`config.mk`:
```
export PLATFORM = sky130hd
export DESIGN_NAME = fire_bias_relu
export DESIGN_NICKNAME = d
export VERILOG_FILES = /design/src/rtl/fire_pkg.sv /design/src/rtl/bias_sat_relu.sv /design/src/rtl/fire_bias_relu.sv
export SDC_FILE = /design/constraint.sdc
export NUM_CORES = 1
export LEC_CHECK = 0
export CAP_MARGIN = 5
export CORE_AREA = 2 2 415 417
export CTS_CLUSTER_DIAMETER = 80
export DETAILED_ROUTE_END_ITERATION = 6
export DIE_AREA = 0 0 417 419
export PLACE_DENSITY = 0.3
export RECOVER_POWER = 100
export SLEW_MARGIN = 0
export SYNTH_ARGS = -nofsm -noshare
export SYNTH_HDL_FRONTEND = slang
export SYNTH_SLANG_ARGS = --single-unit
```
`constraint.sdc`:
```
create_clock -name clk -period 11.9 [get_ports clk]
set_input_delay 3.57 -clock clk [delete_from_list [all_inputs] [get_ports clk]]
set_output_delay 3.57 -clock clk [all_outputs]
set_load 0.02 [all_outputs]
```
`src/rtl/fire_pkg.sv`:
```
// Shared types and helpers for the fire-module bias/ReLU output stage.
package fire_pkg;

    localparam int          BIAS_W  = 16;
    localparam logic [15:0] SAT_MAX = 16'h7FFF;

    // Bias word as stored in the per-layer ROM: sign bit plus 15-bit magnitude.
    typedef struct packed {
        logic        sign;
        logic [14:0] mag;
    } bias_sm_t;

    // Sign-magnitude to 17-bit two's complement; negative zero maps to 0.
    function automatic logic signed [BIAS_W:0] sm_to_tc(input bias_sm_t b);
        logic signed [BIAS_W:0] mag_v;
        mag_v = $signed({2'b00, b.mag});
        if (b.sign) begin
            sm_to_tc = -mag_v;
        end else begin
            sm_to_tc = mag_v;
        end
    endfunction

endpackage

```
`src/rtl/bias_sat_relu.sv`:
```
// Saturates a biased accumulator sum to +/-32767, applies optional ReLU and
// encodes the result as 16-bit sign-magnitude (zero is always 16'h0000).
module bias_sat_relu
    import fire_pkg::*;
#(
    parameter int ACC_W   = 24,
    parameter bit RELU_EN = 1'b1
) (
    input  logic signed [ACC_W:0]    sum,
    output logic        [BIAS_W-1:0] result
);

    localparam logic signed [ACC_W:0] POS_LIM =
        $signed({{(ACC_W + 1 - BIAS_W){1'b0}}, SAT_MAX});
    localparam logic signed [ACC_W:0] NEG_LIM = -POS_LIM;

    logic        sign_s;
    logic [14:0] mag_s;

    // Clamp and split the sum into sign and magnitude, then apply ReLU.
    always_comb begin
        sign_s = 1'b0;
        mag_s  = 15'h0000;
        result = 16'h0000;
        if (sum > POS_LIM) begin
            sign_s = 1'b0;
            mag_s  = 15'h7FFF;
        end else if (sum < NEG_LIM) begin
            sign_s = 1'b1;
            mag_s  = 15'h7FFF;
        end else if (sum[ACC_W]) begin
            // Strictly negative here, so the magnitude is never zero.
            sign_s = 1'b1;
            mag_s  = 15'(-sum);
        end else begin
            sign_s = 1'b0;
            mag_s  = 15'(sum);
        end
        if (RELU_EN && sign_s) begin
            result = 16'h0000;
        end else begin
            result = {sign_s, mag_s};
        end
    end

endmodule

```
`src/rtl/fire_bias_relu.sv`:
```
// Bias-add, saturate and ReLU stage between a fire-module MAC array and its
// output buffer. Tracks the output channel implicitly from beat order and
// reads the matching bias from the static ROM bus. Two-stage valid/ready pipe.
module fire_bias_relu
    import fire_pkg::*;
#(
    parameter int NUM_CH  = 64,
    parameter int ACC_W   = 24,
    parameter bit RELU_EN = 1'b1,
    parameter int CH_W    = $clog2(NUM_CH)
) (
    input  logic              clk,
    input  logic              rst_n,
    input  logic [BIAS_W-1:0] bias_mem [NUM_CH],
    input  logic              clear,
    input  logic              in_valid,
    output logic              in_ready,
    input  logic [ACC_W-1:0]  in_data,
    output logic              out_valid,
    input  logic              out_ready,
    output logic [BIAS_W-1:0] out_data,
    output logic [CH_W-1:0]   out_ch,
    output logic              out_last
);

    localparam logic [CH_W-1:0] LAST_CH = CH_W'(NUM_CH - 1);

    logic [CH_W-1:0]         ch_cnt_r;
    logic                    en1_s;
    logic                    en2_s;
    logic                    accept_s;
    bias_sm_t                bias_sm_s;
    logic signed [BIAS_W:0]  bias_tc_s;
    logic signed [ACC_W:0]   bias_ext_s;
    logic signed [ACC_W:0]   sum_s;

    logic                    s1_valid_r;
    logic signed [ACC_W:0]   s1_sum_r;
    logic [CH_W-1:0]         s1_ch_r;
    logic                    s1_last_r;
    logic [BIAS_W-1:0]       sat_res_s;

    // Handshake: a stage may load when it is empty or its consumer advances.
    always_comb begin
        en2_s    = !out_valid || out_ready;
        en1_s    = !s1_valid_r || en2_s;
        in_ready = en1_s && !clear;
        accept_s = in_valid && in_ready;
    end

    // Bias lookup by current channel and full-precision add (cannot overflow).
    always_comb begin
        bias_sm_s  = bias_sm_t'(bias_mem[ch_cnt_r]);
        bias_tc_s  = sm_to_tc(bias_sm_s);
        bias_ext_s = {{(ACC_W - BIAS_W){bias_tc_s[BIAS_W]}}, bias_tc_s};
        sum_s      = $signed({in_data[ACC_W-1], in_data}) + bias_ext_s;
    end

    // Channel counter: advances per accepted beat, wraps at the last channel.
    always_ff @(posedge clk or negedge rst_n) begin
        if (!rst_n) begin
            ch_cnt_r <= '0;
        end else if (clear) begin
            ch_cnt_r <= '0;
        end else if (accept_s) begin
            if (ch_cnt_r == LAST_CH) begin
                ch_cnt_r <= '0;
            end else begin
                ch_cnt_r <= ch_cnt_r + CH_W'(1);
            end
        end
    end

    // Stage 1: capture the biased sum with its channel and last flag.
    always_ff @(posedge clk or negedge rst_n) begin
        if (!rst_n) begin
            s1_valid_r <= 1'b0;
            s1_sum_r   <= '0;
            s1_ch_r    <= '0;
            s1_last_r  <= 1'b0;
        end else if (clear) begin
            s1_valid_r <= 1'b0;
        end else if (en1_s) begin
            s1_valid_r <= in_valid;
            s1_sum_r   <= sum_s;
            s1_ch_r    <= ch_cnt_r;
            s1_last_r  <= (ch_cnt_r == LAST_CH);
        end
    end

    bias_sat_relu #(
        .ACC_W   (ACC_W),
        .RELU_EN (RELU_EN)
    ) u_bias_sat_relu (
        .sum    (s1_sum_r),
        .result (sat_res_s)
    );

    // Stage 2: registered outputs; hold while downstream stalls.
    always_ff @(posedge clk or negedge rst_n) begin
        if (!rst_n) begin
            out_valid <= 1'b0;
            out_data  <= 16'h0000;
            out_ch    <= '0;
            out_last  <= 1'b0;
        end else if (clear) begin
            out_valid <= 1'b0;
        end else if (en2_s) begin
            out_valid <= s1_valid_r;
            out_data  <= sat_res_s;
            out_ch    <= s1_ch_r;
            out_last  <= s1_last_r;
        end
    end

endmodule

```
# Yosys cells after proc, flatten, opt, wreduce, memory -nomap -nowiden
# Cells that the tools add are included.
# W data, S select, Z words.
dict set report op_classes {
  n_addsub 4
  n_lt_le_gt_ge 3
  n_eq_ne 1
  n_mux 18
  n_bitwise 2
  n_reduce_logical 12
}
# operator n
set op_table {}
lappend op_table {{$bmux W16 S6} 1}
lappend op_table {{$mux W15} 4}
lappend op_table {{$mux W16} 2}
lappend op_table {{$add A24 B17 Y25} 1}
lappend op_table {{$gt A25 B16 Y1 const B} 1}
lappend op_table {{$lt A25 B16 Y1 const B} 1}
lappend op_table {{$mux W6} 3}
lappend op_table {{$mux W17} 1}
lappend op_table {{$neg A15 Y17} 1}
lappend op_table {{$neg A15 Y15} 1}
lappend op_table {{$ge A7 B7 Y1 const B} 1}
lappend op_table {{$mux W1} 7}
lappend op_table {{$not A6 Y7} 1}
lappend op_table {{$add A6 B1 Y6 const B} 1}
lappend op_table {{$eq A6 B6 Y1 const B} 1}
lappend op_table {{$reduce_bool A2 Y1} 3}
lappend op_table {{$reduce_and A2 Y1} 2}
lappend op_table {{$logic_not A1 Y1} 3}
lappend op_table {{$logic_and A1 B1 Y1} 2}
lappend op_table {{$logic_or A1 B1 Y1} 2}
lappend op_table {{$not A1 Y1} 1}
dict set report totals {
  regBits 63
  input_bits 1053
  output_inout_bits 25
  elab_cells 49
}

# Depth between registers and ports, before layout
dict set report logic_depth {
  ltp_word 7
  depth_mapped 26
}

# Modules after synthesis
# From an unflattened synthesis, not the netlist that was laid out.
dict set report hier_totals {
  cells_unflattened 1170
  area_unflattened_um2 13080.0
}
# module instances cells_per_inst area_each_um2
set modules_own_cells {}
lappend modules_own_cells {fire_bias_relu 1 1050 12263.0}
lappend modules_own_cells {bias_sat_relu 1 120 817.0}

# Worst setup path after synthesis
# OpenSTA, ideal clock, no wires.
dict set report synth_timing {
  kind {input to output}
  start {input port clear}
  end {output port in_ready}
  t_arrival_ps 4615
  required_time_ps 8330
  slack_ps 3715
  path_stages 5
  cell_sequence {clkbuf_1 -> nand2b_1 -> clkbuf_1 -> clkinv_1 -> clkbuf_1}
}
dict set report synth_between {
  elab_chain_len 2
}
# element line
set synth_lines {}
lappend synth_lines {{start: declaration} fire_bias_relu.sv:15} ;# input logic clear,
lappend synth_lines {{$logic_not A1 Y1} fire_bias_relu.sv:47} ;# in_ready = en1_s && !clear;
lappend synth_lines {{$logic_and A1 B1 Y1} fire_bias_relu.sv:47}
lappend synth_lines {{end: declaration} fire_bias_relu.sv:17} ;# output logic in_ready,
# Every way passes these cells.

# Worst setup path after layout
dict set report layout_timing {
  start {input port out_ready}
  end {output port in_ready}
}
dict set report layout_between {
  elab_chain_len 3
}
# element line
set layout_lines {}
lappend layout_lines {{start: declaration} fire_bias_relu.sv:20} ;# input logic out_ready,
lappend layout_lines {{$logic_or A1 B1 Y1} fire_bias_relu.sv:45} ;# en2_s = !out_valid || out_ready;
lappend layout_lines {{$logic_or A1 B1 Y1} fire_bias_relu.sv:46} ;# en1_s = !s1_valid_r || en2_s;
lappend layout_lines {{$logic_and A1 B1 Y1} fire_bias_relu.sv:47}
# Every way passes these cells.

==> PnR_summary.wiki <==
{| class="wikitable"
! Metric !! Value
|-
| Async SR Flop Fraction || 100.0%
|-
| Maximum clock frequency || 98.89 MHz
|-
| Floorplan die height || between 400 and 500 um
|-
| Met3 Wirelength || 8410 um
|-
| CP Launch Type || primary input
|-
| Accumulated negative setup slack || 0 ns
|-
| Final setup violating endpoints || 0
|-
| Clock tree from TritonCTS || done
|-
| Hold Path Class || flip-flop to flip-flop
|-
| Place WS || 2.041 ns
|-
| Portion of the clock cycle consumed by the worst path in the final layout || 84.98%
|-
| Routability Congestion || 0.8223
|-
| Uppermost metal layer occupied by signal nets || met5
|-
| Switching power as a share of total power || a little over a third
|-
| CTS H-tree lvls || 3
|-
| Multiplexer share of the synthesized area || between 50 and 60%
|-
| # hold bufs at CTS || 0
|-
| Max-capacitance violation count || 1
|-
| Syn Inst Count || 1047
|-
| Growth of design area from synthesis to finish || 109.8%
|-
| Count of pins over their slew limit || between 60 and 70
|-
| Tmin final || between 10 and 15 ns
|-
| Average cell area after synthesis || roughly 12 um^2
|-
| Resize count post-CTS || 0
|-
| Total number of vias || 14520
|-
| Starting Density || 7.250%
|-
| Combinational family with the most area after synthesis || multiplexers
|-
| Placeable Area || 170600 um^2
|-
| Number of primary I/O pins || 1078
|-
| Top_reg_cell synth || dfrtp_1
|-
| Setup repair bufs after CTS || 0
|-
| Average detailed-routed wire length per instance || 28.52 um
|-
| CP cell instances || dlygate4sd3_1 -> nor2b_1 -> nand2_1 -> nand2b_2 -> buf_4 -> clkinv_1 -> clkbuf_1 -> dlygate4sd3_1
|-
| LEAKAGE || roughly 8.4 nW
|-
| Portion of total power attributed to sequential cells || about a fifth
|-
| Synth Area in Compound Gates || 15.53%
|-
| Routed wire length || 122700 um
|-
| Transition time at the pin with the least slew margin || 3.645 ns
|-
| Required time of the critical path || around 8.3 ns
|-
| Nets || approximately 3100
|-
| Detailed-placement wirelength estimate || 108500 um
|-
| Post-Synth XOR/XNOR Area || between 3 and 4%
|-
| Max_slew headroom || -143.0%
|-
| Register-to-register path setup slack || 4.38 ns
|-
| RSZ-0062 raised after global routing || no
|-
| Part of the power in the clock network || 17.6%
|-
| Most common library cell in the layout ignoring fill and taps || clkdlybuf4s50_1
|-
| Maximum ir drop on the vdd rail || 0.06900 mV
|-
| Post-synthesis net count || 2130
|-
| Number of synthesized flops with an enable pin || 0
|-
| Total die area || 174700 um^2
|-
| Internal || 0.001031 W
|-
| Remaining design rule violation count || 0
|-
| Slack of the critical path || 1.787 ns
|-
| Final clock skew || 0.006704 ns
|-
| Crit path capture type || output port
|-
| Met2 routed WL || 64290 um
|-
| First-pass iteration count of the detailed router || 7
|-
| Worst endpoint data arrival time || 6.54 ns
|-
| Worst hold margin || 0.4763 ns
|-
| Outcome || finished, violations left
|-
| Clock buffer depth || 2
|-
| Power density relative to cell area || 61.44 nW/um^2
|-
| Violated checks || capacitance limit, slew limit
|-
| Synthesized flop and latch total || just over 60
|-
| Initial drt markers || 727
|-
| CTS root buf || clkbuf_16
|-
| Most Frequent Cell on Critical Path || dlygate4sd3_1
|-
| Simple-Gate Fraction of Synth Area || 8.053%
|-
| Layout cells sized above 1 || 17.10%
|-
| Residual overflow from global routing || 0
|-
| Share of total power in combinational logic || between 60 and 70%
|-
| Post-synth cell types || approximately 70
|-
| Maximum single-stage delay on the critical path || 0.85 ns
|-
| Wire length of the first global-routing pass || 156800 um
|-
| Top library cells by usage in the layout, fill and taps aside || clkdlybuf4s50_1 (1048), mux4_2 (265), nand2_1 (103), dfrtp_1 (56), o21ai_0 (45)
|-
| Antenna violations before repair || 67
|-
| Later-pin clock latency in the skew report || 0.36 ns
|-
| Critical Setup Path Class || primary input to output port
|-
| Detailed-routing wirelength on met1 || 49120 um
|-
| Hold violation total from the final report || 0
|-
| Cell Area, Synth || about 12000 um^2
|-
| Number of sinks driven by the clock tree || 62
|-
| # rows || 152
|-
| Number of warnings issued by yosys || 0
|-
| Adder-cell area share of the yosys netlist || a little over 3%
|-
| Number of global-route vias before repair || 16040
|-
| Critical path's slowest cell || dlygate4sd3_1
|-
| Overall die width || around 420 um
|-
| Count of nets left with antenna violations after detail routing || 0
|-
| Ratio of routed vias to standard cells || 3.375
|-
| Count of input and output buffers || 1076
|-
| Total net switching power || 0.0005627 W
|-
| Maximum fanout encountered on the critical timing path || 53
|-
| Pin count of the biggest net entering global routing || 96
|-
| Share of the yosys chip area belonging to registers || 12.54%
|-
| GRT Util Overall || 13.49%
|-
| Clock slew seen by the registers of the worst setup and hold paths || 0.05 ns
|-
| Cts bufs inserted || 9
|}
[logic make-up (layout without fill, tap and decap cells)]
group,after synthesis,after routing
multiplexers,311,311
AO/OA/AOI/OAI,265,265
AND/OR/NAND/NOR,212,212
buffers and inverters,121,1138
flip-flops,62,62
XOR/XNOR,45,45
adder cells (fa/ha/maj),30,30
other,1,6
[Yosys cell counts, types with 20 or more instances]
cell type,n,area share (%)
mux2i_1,36,2.9
a21oi_1,41,1.7
nand2_1,103,3.1
clkbuf_1,51,1.5
mux4_2,265,48
ha_1,29,2.9
xnor2_1,20,1.4
a22oi_1,35,2.1
nor2_1,31,0.94
o21ai_0,44,1.8
xor2_1,24,1.7
dfrtp_1,62,13
a22o_1,28,2.0
[sequential cells by signal, indices dropped and copies added (netlist names)]
register	cells
s1_ch_r	6
out_data	15
out_last	1
out_ch	6
out_valid	1
s1_valid_r	1
s1_last_r	1
ch_cnt_r	6
s1_sum_r	25
[area by class of cell]
| class | instances | area, um^2 |
|---|---|---|
| Fill cell | 19040 | 144700 |
| Timing Repair Buffer | 1108 | 11040 |
| Multi-Input combinational cell | 864 | 10160 |
| Tap cell | 2233 | 2794 |
| Sequential cell | 62 | 1567 |
| Clock buffer | 11 | 252.7 |
| Clock inverter | 5 | 57.56 |
| Inverter | 14 | 53.80 |
| Antenna cell | 5 | 12.51 |
[worst paths after layout]
| kind | startpoint | endpoint | cells after the start |
|---|---|---|---|
| min | s1_last_r | s1_last_r | 2 |
| max in group asynchronous | rst_n | ch_cnt_r[0] | 2 |
| max | out_ready | in_ready | 8 |
| max reg2reg | ch_cnt_r[0] | s1_sum_r[21] | 21 |
| min reg2reg | s1_last_r | s1_last_r | 2 |
| min in group asynchronous | rst_n | out_ch[1] | 2 |
[worst max-delay path, delay by kind of cell]
family	cells	cell delay (ns)
buffers and inverters	5	2.39
AND/OR/NAND/NOR	3	0.51
[metal layers]
metal	global-route usage, %	up-vias
met5	0	-
met4	1.216	50
met3	3.825	112
met2	24.66	556
met1	16.07	7326
li1	-	6477
[metrics by stage]
| step | power [W] | cells | utilization, % | instance area (um^2) |
|---|---|---|---|---|
| final | 0.001594 | 4302 | 15.21 | 25940 |
| after global routing | 0.001712 | 4298 | 15.20 | 25930 |
| after CTS | 0.001649 | 4297 | 15.22 | 25970 |
| after global placement | 0.001354 | 4281 | 15.04 | 25660 |
| after floorplan | 0.0007679 | 1047 | - | 12370 |
| after detailed placement | 0.001351 | 4281 | 15.04 | 25660 |
[power groups by stage]
stage / sequential (W) / combinational (W) / clock [W]
3_5_place_dp: 0.000330 / 0.00102 / 0
5_1_grt: 0.000332 / 0.00108 / 0.000302
2_1_floorplan: 0.000315 / 0.000453 / 0
6_report: 0.000320 / 0.000993 / 0.000281
4_1_cts: 0.000326 / 0.00103 / 0.000297
3_3_place_gp: 0.000330 / 0.00102 / 0
No activity file was read; power rests on OpenSTA's default activity.
